==> src/rtl/bp_me_wormhole_packet_decode_mem_cmd_rx_pkg.sv <==
// Shared types and helpers for the mem-command wormhole receive path:
// packet struct declaration macro, packet size helpers and the rx FSM states.

`ifndef BP_ME_WORMHOLE_PACKET_DECODE_MEM_CMD_RX_PKG_SV
`define BP_ME_WORMHOLE_PACKET_DECODE_MEM_CMD_RX_PKG_SV

// Packet layout, MSB first: {data, msg, src_cid, src_cord, len, cid, cord}; cord lands at bit 0.
`define DECLARE_BP_MEM_WORMHOLE_PACKET_S(cord_w, cid_w, len_w, msg_w, data_w, struct_name) \
  typedef struct packed {                 \
    logic [data_w-1:0] data;              \
    logic [msg_w-1:0]  msg;               \
    logic [cid_w-1:0]  src_cid;           \
    logic [cord_w-1:0] src_cord;          \
    logic [len_w-1:0]  len;               \
    logic [cid_w-1:0]  cid;               \
    logic [cord_w-1:0] cord;              \
  } struct_name

package bp_me_wormhole_packet_decode_mem_cmd_rx_pkg;

  typedef enum logic [1:0] {
    e_rx_idle,
    e_rx_recv,
    e_rx_out
  } bp_me_wormhole_rx_state_e;

  // Total packet width in bits for a given field configuration.
  function automatic int bp_mem_wormhole_pkt_width(input int cord_w, input int cid_w,
                                                   input int len_w, input int msg_w,
                                                   input int data_w);
    return data_w + msg_w + 2 * (cid_w + cord_w) + len_w;
  endfunction

  // Largest len value a packet can carry: number of flits minus one.
  function automatic int bp_mem_wormhole_max_len(input int pkt_w, input int flit_w);
    return (pkt_w + flit_w - 1) / flit_w - 1;
  endfunction

endpackage

`endif

==> src/rtl/bp_me_wormhole_flit_sipo.sv <==
// Serial-in parallel-out flit buffer: writes each accepted flit at the slot
// given by its running counter, drops flits past the last slot, clears on demand.

module bp_me_wormhole_flit_sipo #(
  parameter int flit_width_p = 64,
  parameter int num_flits_p  = 10,
  parameter int cnt_width_p  = 4
) (
  input  logic                                clk_i,
  input  logic                                reset_n_i,
  input  logic                                clear_i,
  input  logic                                write_v_i,
  input  logic [flit_width_p-1:0]             flit_i,
  output logic [cnt_width_p-1:0]              cnt_o,
  output logic [num_flits_p*flit_width_p-1:0] data_o
);

  logic [num_flits_p*flit_width_p-1:0] buffer_r;
  logic [cnt_width_p-1:0]              cnt_r;

  // Flit slot writes and counter advance; overflow flits are counted but not stored.
  always_ff @(posedge clk_i or negedge reset_n_i) begin
    if (!reset_n_i) begin
      buffer_r <= '0;
      cnt_r    <= '0;
    end else if (clear_i) begin
      buffer_r <= '0;
      cnt_r    <= '0;
    end else if (write_v_i) begin
      if (int'(cnt_r) < num_flits_p) begin
        buffer_r[int'(cnt_r)*flit_width_p +: flit_width_p] <= flit_i;
      end
      cnt_r <= cnt_r + cnt_width_p'(1);
    end
  end

  assign cnt_o  = cnt_r;
  assign data_o = buffer_r;

endmodule

==> src/rtl/bp_me_wormhole_packet_decode_mem_cmd_rx.sv <==
// Receive end of the memory-command wormhole link. Reassembles one packet into
// a single buffer and presents {data, msg} as a mem_cmd until it is consumed.

module bp_me_wormhole_packet_decode_mem_cmd_rx
  import bp_me_wormhole_packet_decode_mem_cmd_rx_pkg::*;
#(
  parameter int flit_width_p    = 64,
  parameter int cord_width_p    = 7,
  parameter int cid_width_p     = 2,
  parameter int len_width_p     = 4,
  parameter int msg_hdr_width_p = 72,
  parameter int data_width_p    = 512
) (
  input  logic                                    clk_i,
  input  logic                                    reset_n_i,
  input  logic [flit_width_p-1:0]                 flit_i,
  input  logic                                    flit_v_i,
  output logic                                    flit_ready_o,
  output logic [msg_hdr_width_p+data_width_p-1:0] mem_cmd_o,
  output logic [cord_width_p-1:0]                 src_cord_o,
  output logic [cid_width_p-1:0]                  src_cid_o,
  output logic                                    mem_cmd_v_o,
  input  logic                                    mem_cmd_ready_i,
  output logic                                    len_err_o
);

  localparam int pkt_w_lp = bp_mem_wormhole_pkt_width(cord_width_p, cid_width_p, len_width_p,
                                                      msg_hdr_width_p, data_width_p);
  localparam int max_len_lp = bp_mem_wormhole_max_len(pkt_w_lp, flit_width_p);
  localparam int num_flits_lp = max_len_lp + 1;
  localparam int buf_w_lp = num_flits_lp * flit_width_p;
  localparam logic [len_width_p-1:0] max_len_cmp_lp = len_width_p'(max_len_lp);

  `DECLARE_BP_MEM_WORMHOLE_PACKET_S(cord_width_p, cid_width_p, len_width_p, msg_hdr_width_p,
                                    data_width_p, bp_mem_wormhole_packet_s);

  bp_me_wormhole_rx_state_e state_r, state_n;
  logic [len_width_p-1:0]   len_r, len_n;
  logic                     len_err_r, len_err_n;
  logic                     ready_r, ready_n;
  logic [len_width_p-1:0]   cnt;
  logic [buf_w_lp-1:0]      buffer;
  logic [len_width_p-1:0]   hdr_len;
  logic                     flit_xfer;
  logic                     handshake;
  bp_mem_wormhole_packet_s  pkt;
  logic                     unused_bits;

  assign flit_xfer = flit_v_i & ready_r;
  assign handshake = mem_cmd_v_o & mem_cmd_ready_i;
  assign hdr_len   = flit_i[cord_width_p+cid_width_p +: len_width_p];

  bp_me_wormhole_flit_sipo #(
    .flit_width_p (flit_width_p),
    .num_flits_p  (num_flits_lp),
    .cnt_width_p  (len_width_p)
  ) sipo (
    .clk_i     (clk_i),
    .reset_n_i (reset_n_i),
    .clear_i   (handshake),
    .write_v_i (flit_xfer),
    .flit_i    (flit_i),
    .cnt_o     (cnt),
    .data_o    (buffer)
  );

  // State, latched length, error pulse and registered flit ready.
  always_ff @(posedge clk_i or negedge reset_n_i) begin
    if (!reset_n_i) begin
      state_r   <= e_rx_idle;
      len_r     <= '0;
      len_err_r <= 1'b0;
      ready_r   <= 1'b0;
    end else begin
      state_r   <= state_n;
      len_r     <= len_n;
      len_err_r <= len_err_n;
      ready_r   <= ready_n;
    end
  end

  // Next-state logic: header latches len, RECV counts to len, OUT waits for handshake.
  always_comb begin
    state_n   = state_r;
    len_n     = len_r;
    len_err_n = 1'b0;
    case (state_r)
      e_rx_idle: begin
        if (flit_xfer) begin
          len_n     = hdr_len;
          len_err_n = (hdr_len > max_len_cmp_lp);
          state_n   = (hdr_len == '0) ? e_rx_out : e_rx_recv;
        end
      end
      e_rx_recv: begin
        if (flit_xfer && (cnt == len_r)) begin
          state_n = e_rx_out;
        end
      end
      e_rx_out: begin
        if (handshake) begin
          state_n = e_rx_idle;
        end
      end
      default: state_n = e_rx_idle;
    endcase
    ready_n = (state_n != e_rx_out);
  end

  assign pkt          = buffer[pkt_w_lp-1:0];
  assign mem_cmd_o    = {pkt.data, pkt.msg};
  assign src_cord_o   = pkt.src_cord;
  assign src_cid_o    = pkt.src_cid;
  assign mem_cmd_v_o  = (state_r == e_rx_out);
  assign flit_ready_o = ready_r;
  assign len_err_o    = len_err_r;

  assign unused_bits = ^{buffer[buf_w_lp-1:pkt_w_lp], pkt.len, pkt.cid, pkt.cord};

endmodule

==> config.mk <==
export PLATFORM = sky130hd
export DESIGN_NAME = bp_me_wormhole_packet_decode_mem_cmd_rx
export DESIGN_NICKNAME = d
export VERILOG_FILES = /design/src/rtl/bp_me_wormhole_packet_decode_mem_cmd_rx_pkg.sv /design/src/rtl/bp_me_wormhole_flit_sipo.sv /design/src/rtl/bp_me_wormhole_packet_decode_mem_cmd_rx.sv
export SDC_FILE = /design/constraint.sdc
export NUM_CORES = 1
export LEC_CHECK = 0
export CAP_MARGIN = 25
export CORE_AREA = 2 2 262 264
export CTS_CLUSTER_DIAMETER = 150
export DETAILED_ROUTE_END_ITERATION = 16
export DIE_AREA = 0 0 264 266
export GPL_ROUTABILITY_DRIVEN = 0
export PLACE_DENSITY = 0.67
export RECOVER_POWER = 50
export REMOVE_ABC_BUFFERS = 1
export SLEW_MARGIN = 10
export SYNTH_ARGS = -nofsm -noshare
export SYNTH_HDL_FRONTEND = slang
export SYNTH_HIERARCHICAL = 1
export SYNTH_SLANG_ARGS = --single-unit
export TNS_END_PERCENT = 50
==> constraint.sdc <==
create_clock -name clk_i -period 3.72 [get_ports clk_i]
set_clock_uncertainty 0.15 [all_clocks]
set_input_delay 0.744 -clock clk_i [delete_from_list [all_inputs] [get_ports clk_i]]
set_output_delay 0.744 -clock clk_i [all_outputs]
set_load 0.02 [all_outputs]
==> flow_metrics.env <==
export IMPL_cp_required_ns=4.27
export IMPL_via_count=17200
export IMPL_dieArea_um2=70200
export IMPL_setup_viol=0
export IMPL_cellLeakagePower_nw=15.1
export IMPL_fin_crit_ns=3.17
export IMPL_grt_pass1_vias=17700
export IMPL_drt_iter0_markers=1415
export IMPL_postCtsSetupBuffers=0
export IMPL_slew_violations=73
export IMPL_ant_nets=0
export IMPL_final_area_um2=32100
export IMPL_drt_pre_antenna_iters=5
export IMPL_grt_util_all_layers_pct=23.4
export IMPL_clockRootBuffer="clkbuf_16"
export IMPL_numClockSinks=605
export IMPL_timing_hold_ws_ns=0.345
export IMPL_crit_fanout=76
export IMPL_globalRouteMet1Util_pct=30.7
export IMPL_fin_nets=2194
export IMPL_core_area_um2=67700
export IMPL_start_util_pct=32.8
export IMPL_critPathArrivalTime_ns=3.72
export IMPL_fin_ws_ns=0.554
export IMPL_min_period_over_period_pct=85.1
export IMPL_path_clk_slew_ns=0.06
export IMPL_overflow=0
export IMPL_die_x_um=264
export IMPL_grtUsageMet2_pct=37.7
export IMPL_min_path_type="flop to flop"
export IMPL_violations="capacitance limit, slew limit"
export IMPL_maxCapViolCount=1
export IMPL_yosysWarnings=6
export IMPL_final_core_util_pct=47.4
export IMPL_max_freq_ghz=0.316
export IMPL_layout_drive_gt1_share_pct=9.49
export IMPL_post_drt_wl_per_cell_um=27.6
export IMPL_syn2layout_area_growth_pct=44.5
export IMPL_finalHoldViolCount=0
export IMPL_vdd_drop_max_mv=0.402
export IMPL_netlist_area_um2=22200
export IMPL_powerDensity_nw_per_um2=893
export IMPL_clk_latency_ns=0.58
export IMPL_wl_mm=84.3
export IMPL_ctsHoldBuffers=1
export IMPL_antenna_found_initial=0
export IMPL_numCtsBuffers=66
export IMPL_tightest_slew_ns=2.45
export IMPL_pre_cts_ws_ns=0.230
export IMPL_busiest_layer="met2"
export IMPL_die_h_um=266
export IMPL_grt_util_met3_pct=4.33
export IMPL_cts_tree="yes"
export IMPL_path_class="input port to asynchronous set/reset pin"
export IMPL_cts_resized=0
export IMPL_post_dp_hpwl_mm=52.9
export IMPL_slew_headroom_pct=-63.4
export IMPL_cts_buffer_depth=3
export IMPL_grt_start_max_net_pins=95
export IMPL_htreeDepth=3
export IMPL_postSynthAreaPerCell_um2=14.5
export IMPL_placementRows=96
export IMPL_io_pins=664
export IMPL_status="finished, violations left"
export IMPL_dpl_instance_area_um2=29900
export IMPL_worst_setup_path_end_kind="asynchronous set/reset pin"
export IMPL_postSynthCellCount=1527
export IMPL_via_per_inst=5.64
export IMPL_io_buffer_count=663
export IMPL_start_kind="input port"
export IMPL_drc=0
export IMPL_grt_pass1_wl_mm=123
export IMPL_rsz0062_at_grt="false"
[final timing paths]
check,from,endpoint,slack (ns),cells after the start
min in group asynchronous,reset_n_i,sipo/data_o[439]$_DFFE_PN0P_,1.25,2
worst max register to register,sipo/cnt_o[0]$_DFFE_PN0N_,sipo/data_o[305]$_DFFE_PN0P_,0.57,7
worst min-delay path,sipo/data_o[489]$_DFFE_PN0P_,sipo/data_o[489]$_DFFE_PN0P_,0.35,1
max in group clk_i,sipo/cnt_o[0]$_DFFE_PN0N_,sipo/data_o[305]$_DFFE_PN0P_,0.57,7
worst max-delay path,reset_n_i,sipo/data_o[493]$_DFFE_PN0P_,0.55,3
worst min register to register,sipo/data_o[489]$_DFFE_PN0P_,sipo/data_o[489]$_DFFE_PN0P_,0.35,1
[where the power goes]
group	total, mW	leakage [nW]	internal [mW]	switching, mW
logic	11.9	5.96	5.49	6.38
clock network	6.60	1.08	3.85	2.75
registers	10.2	8.02	8.81	1.39
total	28.7	15.1	18.1	10.5
[layout make-up]
type	instances	area (µm²)
Fill cell	5900	35700
Sequential cell	605	15100
Timing Repair Buffer	727	7340
Multi-Input combinational cell	719	6290
Clock buffer	94	1970
Tap cell	882	1100
Clock inverter	22	218
Inverter	4	15.0
Antenna cell	2	5.00
[placed cells by master (no fill, tap or decap), types with 3 or more instances in the layout]
cell type        instances
o21ai_0                  5
mux2_2                   3
a31o_1                  20
xnor2_1                  4
clkinv_2                10
a31o_2                   8
a21oi_4                  8
nor3b_1                 28
inv_6                    4
nor3_1                   5
and2_1                   3
buf_12                  21
nand2b_1                 7
dlygate4sd3_1          289
dfrtp_1                605
nor2_1                   7
clkinv_8                 3
clkbuf_8                17
buf_4                   27
inv_1                    4
a22o_1                 562
clkbuf_1                12
ha_1                     3
clkbuf_16               68
nor4_4                   3
clkbuf_2                13
xor2_1                   5
nand3_1                  4
clkdlybuf4s50_1        374
nand2_1                  5
[per-stage QoR]
stage	std cells	power, mW	TNS [ns]
floorplan	1328	15.9	-1015.68
global placement	2936	22.2	0
detailed placement	2936	22.5	0
CTS	3053	29.2	0
global route	3053	29.8	0
finish	3055	28.7	0
[state kept, by name, summed over array words and instances (netlist names)]
register      count
len_err_o         1
sipo/data_o     593
len_r             4
sipo/cnt_o        4
state_r           2
flit_ready_o      1
[layer usage]
layer | vias up | share of wire (%)
met5 | - | 0
met2 | 879 | 48
li1 | 7017 | -
met3 | 195 | 6.9
met4 | 0 | 4.4
met1 | 9130 | 41
[critical path, stage by stage]
cell and delay (ns):
dlygate4sd3_1 0.52, clkbuf_2 1.69, clkbuf_2 0.70
No activity file was read; power rests on OpenSTA's default activity.
